===== config.mk =====
export PLATFORM = sky130hd
export DESIGN_NAME = bus_source_encoder
export DESIGN_NICKNAME = d
export VERILOG_FILES = /design/src/rtl/bus_source_encoder.sv
export SDC_FILE = /design/constraint.sdc
export NUM_CORES = 1
export LEC_CHECK = 0
export ABC_AREA = 1
export BUFFER_PORTS_ARGS = -buffer_cell sky130_fd_sc_hd__buf_2
export CAP_MARGIN = 10
export CORE_ASPECT_RATIO = 1.75
export CORE_MARGIN = 8
export CORE_UTILIZATION = 57
export CTS_CLUSTER_DIAMETER = 30
export DETAILED_ROUTE_END_ITERATION = 10
export PLACE_DENSITY = 0.93
export SLEW_MARGIN = 20
export SYNTH_ARGS = -nofsm -noshare
export SYNTH_HDL_FRONTEND = slang
export SYNTH_SLANG_ARGS = --single-unit

===== constraint.sdc =====
create_clock -name clock -period 4.4 [get_ports clock]
set_clock_uncertainty 0.1 [all_clocks]
set_input_delay 0.88 -clock clock [delete_from_list [all_inputs] [get_ports clock]]
set_output_delay 0.88 -clock clock [all_outputs]
set_load 0.005 [all_outputs]

===== src/rtl/bus_source_encoder.sv =====
// One-hot bus-source enable encoder: produces the bus-mux select code and
// flags multi-driver conflicts with a sticky fault state and saturating counter.
module bus_source_encoder (
  input  logic        clock,
  input  logic        clear,
  input  logic [23:0] out_en,
  input  logic        fault_clr,
  output logic [4:0]  select,
  output logic        bus_valid,
  output logic        conflict,
  output logic [7:0]  conflict_cnt,
  output logic [1:0]  state
);

  typedef enum logic [1:0] {
    IDLE  = 2'b00,
    DRIVE = 2'b01,
    FAULT = 2'b10
  } fsm_t;

  fsm_t       cur_state;
  logic [4:0] src_count;
  logic [4:0] src_idx;
  logic       multi;
  logic       single;
  logic       hold_fault;

  function automatic logic [4:0] popcount24(input logic [23:0] v);
    logic [4:0] c;
    c = 5'd0;
    for (int i = 0; i < 24; i++) begin
      c = c + {4'd0, v[i]};
    end
    return c;
  endfunction

  // Scanning from the top down leaves the lowest set index as the winner.
  function automatic logic [4:0] lowest_set(input logic [23:0] v);
    logic [4:0] idx;
    idx = 5'd0;
    for (int i = 23; i >= 0; i--) begin
      idx = v[i] ? 5'(i) : idx;
    end
    return idx;
  endfunction

  // Per-edge decode of the enable vector.
  always_comb begin
    src_count  = popcount24(out_en);
    src_idx    = lowest_set(out_en);
    multi      = (src_count >= 5'd2);
    single     = (src_count == 5'd1);
    hold_fault = (cur_state == FAULT) && !fault_clr;
  end

  // FSM with registered select, valid and conflict outputs.
  always_ff @(posedge clock or negedge clear) begin
    if (!clear) begin
      cur_state    <= IDLE;
      select       <= 5'd0;
      bus_valid    <= 1'b0;
      conflict     <= 1'b0;
      conflict_cnt <= 8'h00;
    end else begin
      case (cur_state)
        IDLE, DRIVE, FAULT: begin
          if (multi) begin
            // A new conflict wins over a simultaneous clear request.
            select       <= src_idx;
            bus_valid    <= 1'b0;
            conflict     <= 1'b1;
            conflict_cnt <= fault_clr ? 8'h01 :
                            ((conflict_cnt == 8'hFF) ? 8'hFF : conflict_cnt + 8'h01);
            cur_state    <= FAULT;
          end else begin
            if (single) begin
              select <= src_idx;
            end else begin
              select <= select;
            end
            bus_valid <= single;
            if (fault_clr) begin
              conflict     <= 1'b0;
              conflict_cnt <= 8'h00;
            end else begin
              conflict     <= conflict;
              conflict_cnt <= conflict_cnt;
            end
            cur_state <= hold_fault ? FAULT : (single ? DRIVE : IDLE);
          end
        end
        default: begin
          cur_state <= IDLE;
          bus_valid <= 1'b0;
        end
      endcase
    end
  end

  assign state = cur_state;

endmodule

# Yosys cells after proc, flatten, opt, wreduce, memory -nomap -nowiden
# Index checks and enable logic that the tools add are counted.
# totals
n_memories	0
wordCells	80
ram_bits	0
rom_bits	0
latchBits	0
register_bits	17
output_inout_bits	17
# op_classes
n_mux	38
n_shift	0
order_cmp	1
n_reduce_logical	8
eq_ne	4
n_bitwise	0
n_div	0
mul	0
add_sub_neg	24
# op_table
operator	n
two-way mux 5 bit	26
adder 5 x 1 -> 5 bit	19
two-way mux 8 bit	4
adder 8 x 1 -> 8 bit (second input constant)	1
== test 8 bit (second input constant)	1
two-way mux 2 bit	3
adder 4 x 1 -> 5 bit	1
== test 5 x 1 -> 1 bit (second input constant)	1
greater-or-equal comparator 5 x 2 -> 1 bit (second input constant)	1
two-way mux 1 bit	5
adder 3 x 1 -> 4 bit	1
AND reduction 2 bit	2
nonzero test 2 bit	2
adder 2 x 1 -> 3 bit	1
OR reduction 3 bit	1
adder 1 x 1 -> 2 bit	1
== test 2 x 1 -> 1 bit (second input constant)	1
== test 2 bit (second input constant)	1
zero test 2 bit	1
logical AND 1 bit	1
zero test 1 bit	1

# Depth between registers and ports, before layout
# logic_depth
ltp_word	28
mapped_depth	25

# Worst setup path before layout
# Ideal clock, no wire load.
# synth_timing
path_kind	input -> register
from	input port out_en[0]
to	register select[0]
path_buffers	0
t_required_ns	4.184
path_slack_ns	-0.848
path_stages	21
arrival_ns	5.032
cell_sequence	inv_1 -> fa_1 -> fa_1 -> fa_1 -> fa_1 -> fa_1 -> inv_1 -> ha_1 -> inv_1 -> fa_1 -> inv_2 -> nor4_1 -> o21ai_1 -> a21oi_1 -> inv_2 -> nand2_1 -> nand2_1 -> inv_2 -> nor2_1 -> nand2_1 -> nand2_1
# synth_between
elab_chain_len	26
# synth_lines
item	line	source
from (decl)	6	input logic [23:0] out_en,
adder 1 x 1 -> 2 bit	32	c = c + {4'd0, v[i]};
adder 2 x 1 -> 3 bit	32	
adder 3 x 1 -> 4 bit	32	
adder 4 x 1 -> 5 bit	32	
adder 5 x 1 -> 5 bit (19 in series)	32	
greater-or-equal comparator 5 x 2 -> 1 bit or == test 5 x 1 -> 1 bit (tied branches)	51, 52	
nonzero test 2 bit (no line)	--	
AND reduction 2 bit (no line)	--	
to (signal assigned)	69	select <= src_idx;
to (signal assigned)	77	select <= src_idx;
to (signal assigned)	79	select <= select;
to (decl)	8	output logic [4:0] select,
# Parallel ways exist; a longest one is shown, timed or not. The select of a mux whose other input is x is not followed.
# A chain may end at the register's enable or synchronous reset.

# Final worst setup path
# layout_timing
from	input port out_en[3]
to	register select[0]
# layout_between
elab_chain_len	24
# layout_lines
item	line
adder 3 x 1 -> 4 bit	32
adder 4 x 1 -> 5 bit	32
adder 5 x 1 -> 5 bit (19 in series)	32
greater-or-equal comparator 5 x 2 -> 1 bit or == test 5 x 1 -> 1 bit (tied branches)	51, 52
nonzero test 2 bit (no line)	--
AND reduction 2 bit (no line)	--
# Parallel ways exist; a longest one is shown, timed or not. The select of a mux whose other input is x is not followed.

==> results.json <==
{
  "worstHoldPathType": "reg2reg",
  "failed_checks": "setup timing",
  "grt_overflow": 0,
  "syn_to_final_growth_pct": 38.8,
  "critPathKind": "in2reg",
  "crit_path_dat_ns": 5.20,
  "period_needed_ns": 5.14,
  "synth_top_cell_by_area": "sky130_fd_sc_hd__dfrtp_1",
  "route.final.wire_length_um": 4980,
  "floorplan.die.width_um": 56.9,
  "grt_pass1_wl_um": 7480,
  "die_area_um2": 4990,
  "antenna-diode-count": 0,
  "max_cap_viol_count": 0,
  "synth_cell_type_count": 24,
  "p_leak_nw": 1.29,
  "ys_dominant_reg_cell": "sky130_fd_sc_hd__dfrtp_1",
  "synthesis.yosys.warnings": 0,
  "vias_per_cell": 5.35,
  "pwr_density_cell_nw_per_um2": 538,
  "cp-start-kind": "primary input",
  "std_cell_rows": 26,
  "timing.critical_path.max_delay_family": "adder cells",
  "ioPinCount": 44,
  "hpwlAfterDp_um": 3710,
  "tritoncts": "yes",
  "port_buffers": 43,
  "proportion_of_synthesized_chip_area_in_sequential_cells_pct": 25.5,
  "drt_first_iter_violations": 59,
  "worstPathCellList": "buf_8, inv_6, fa_1, fa_1, fa_1, fa_1, fa_1, inv_2, ha_4, inv_2, fa_1, inv_2, nor4_2, o21ai_1, a21oi_1, inv_2, nand2_4, nand2_4, inv_6, nor2_1, nand2_1, nand2_1",
  "die-height_um": 87.6,
  "run_status": "complete, but fails checks",
  "drive_above_1_share_pct": 39.0,
  "cp.required_ns": 4.46,
  "critical_path.endpoint_type": "register",
  "netlist.area_leader.share_pct": 25.5,
  "initial_core_util_pct": 58.3,
  "h_tree_levels": 1,
  "postSynthNetCount": 266,
  "fin_tns_setup_ns": -11.85,
  "last_weighted_congestion_value_of_the_routability_driven_placer": 0.877,
  "most_frequent_cell_after_synthesis": "sky130_fd_sc_hd__nand2_1",
  "power.total_mw": 1.25,
  "worst_path_largest_cell_delay_ns": 0.56,
  "pin_count_of_the_biggest_net_entering_global_routing": 18,
  "setup_violations": 17,
  "timing_hold_violations_final": 0,
  "post_synth_instance_area_um2": 1670,
  "postCtsHoldBufs": 0,
  "syn_area_per_cell_um2": 7.77,
  "numCtsBuffers": 3,
  "route.detailed.drc": 0,
  "layout_worst_path_cycle_share_pct": 117,
  "nFillCells": 164,
  "number_of_enable_type_register_cells_in_the_synthesized_netlist": 0,
  "via_count_of_the_first_global_routing_pass": 1825,
  "core_area_um2": 2860,
  "critPathBufInv": 7,
  "final_util_pct": 81.0,
  "global_route.usage.total_pct": 18.6,
  "syn_inst": 215,
  "async_flop_share_pct": 100,
  "pre_repair_dr_iteration_count": 4,
  "final_critical_path_setup_slack_ns": -0.744,
  "tritoncts_num_sinks": 17,
  "clockBufferDepth": 2,
  "final.hold.worst_slack_ns": 0.395,
  "path_common_cell": "sky130_fd_sc_hd__fa_1",
  "clock_insertion_delay_worst_skew_ns": 0.26,
  "max-vdd-ir-drop_uv": 578,
  "route.antenna.remaining_nets": 0,
  "slew-limit-headroom_pct": 62.7,
  "maxClockFrequency_mhz": 194,
  "route.vias.total": 1700,
  "synth_register_bits": 17,
  "synth_commonest_cells": "55 x sky130_fd_sc_hd__nand2_1, 41 x sky130_fd_sc_hd__inv_1, 17 x sky130_fd_sc_hd__dfrtp_1, 17 x sky130_fd_sc_hd__fa_1, 15 x sky130_fd_sc_hd__inv_2",
  "cpMaxStageDelayCell": "sky130_fd_sc_hd__fa_1",
  "clk_pin_slew_worst_paths_ns": 0.07,
  "avgRoutedWirePerCell_um": 15.7,
  "cts_root_buf": "sky130_fd_sc_hd__clkbuf_8",
  "worst_slew_pin_slew_ns": 0.554,
  "ys_top_cells_by_area": "sky130_fd_sc_hd__dfrtp_1 25%, sky130_fd_sc_hd__fa_1 20%, sky130_fd_sc_hd__nand2_1 12%",
  "antenna_violations_before_repair": 0,
  "finish.net_count": 342,
  "drv_slew": 0,
  "rsz0062_at_grt": "yes",
  "timing.critical_path.fanout_max": 8
}
==> area by class of cell <==
| type | instances | area (µm²) | share of cell area (%) |
|---|---|---|---|
| Inverter | 62 | 322 | 13.9 |
| Tap cell | 28 | 35.0 | 1.51 |
| Multi-Input combinational cell | 136 | 1000 | 43.2 |
| Clock inverter | 1 | 5.00 | 0.216 |
| Clock buffer | 3 | 41.3 | 1.78 |
| Sequential cell | 17 | 425 | 18.3 |
| Timing Repair Buffer | 71 | 488 | 21.0 |
==> power by group <==
group / internal (mW) / leakage (nW) / total (mW) / switching (mW)
Combinational: 0.416 / 1.04 / 0.917 / 0.502
Sequential: 0.189 / 0.220 / 0.210 / 0.0217
Clock: 0.0630 / 0.0255 / 0.119 / 0.0562
==> placed cells by master, fill, tap and decap left out, types with 5 or more instances in the layout <==
master / netlist / layout
sky130_fd_sc_hd__ha_1: 7 / 6
sky130_fd_sc_hd__inv_1: 41 / 36
sky130_fd_sc_hd__buf_4: 0 / 26
sky130_fd_sc_hd__o21ai_1: 8 / 9
sky130_fd_sc_hd__fa_1: 17 / 17
sky130_fd_sc_hd__nor2_1: 10 / 8
sky130_fd_sc_hd__nand2_1: 55 / 50
sky130_fd_sc_hd__dfrtp_1: 17 / 17
sky130_fd_sc_hd__bufinv_8: 5 / 5
sky130_fd_sc_hd__buf_6: 0 / 6
sky130_fd_sc_hd__inv_2: 15 / 16
sky130_fd_sc_hd__buf_2: 0 / 36
sky130_fd_sc_hd__nand3_1: 10 / 10
==> repair_timing <==
action,4_1_cts,5_1_grt
pin swaps,6,3
setup endpoints to repair,17,17
gates resized for setup,16,15
gates cloned,0,0
buffers inserted,5,3
==> final timing paths <==
kind                            cells after the start       startpoint               to  slack (ns)
worst max-delay path                               22        out_en[3]        select[0]       -0.74
worst min-delay path                                2        select[2]        select[2]        0.40
worst max register to register                     11  conflict_cnt[0]  conflict_cnt[5]        2.49
worst min register to register                      2        select[2]        select[2]        0.40
max in group asynchronous                           1            clear        select[1]        3.50
min in group asynchronous                           1            clear  conflict_cnt[4]        0.43
==> layer usage <==
layer  vias to the layer above  track usage [%]  part of all wire [%]
li1                        813                -                     -
met1                       805             16.6                    33
met2                        61             36.7                    57
met3                        21             3.77                   5.3
met4                         0             9.66                   4.4
met5                         -                0                     0
==> tightest hold or removal path: stages, from the launching register on <==
cell	delay (ns)
sky130_fd_sc_hd__dfrtp_1	0.35
sky130_fd_sc_hd__nand2_1	0.05
sky130_fd_sc_hd__o21ai_1	0.06
==> state kept, by name, indices dropped and copies added (netlist names) <==
| register | cells |
|---|---|
| conflict_cnt | 8 |
| select | 5 |
| state | 2 |
| bus_valid | 1 |
| conflict | 1 |
==> metrics by stage <==
stage	instance area (µm²)	std cells	setup slack [ns]
floorplan	1700	215	-0.725
global placement	2110	307	-1.01
detailed placement	2110	307	-1.13
CTS	2250	316	-0.705
global route	2320	318	-0.882
finish	2320	318	-0.744
==> kinds of logic (layout without fill, tap and decap cells) <==
logic type | count (synthesis) | after routing | share of synthesized area (%)
DFF | 17 | 17 | 25.5
xor gates and xnor gates | 1 | 1 | 0.524
and+or+nand+nor | 87 | 87 | 22.2
adders and majority gates | 24 | 24 | 25.6
buffers and inverters | 62 | 137 | 18.1
AOI/OAI and AO/OA | 24 | 24 | 8.16
No activity file was read; power rests on OpenSTA's default activity.
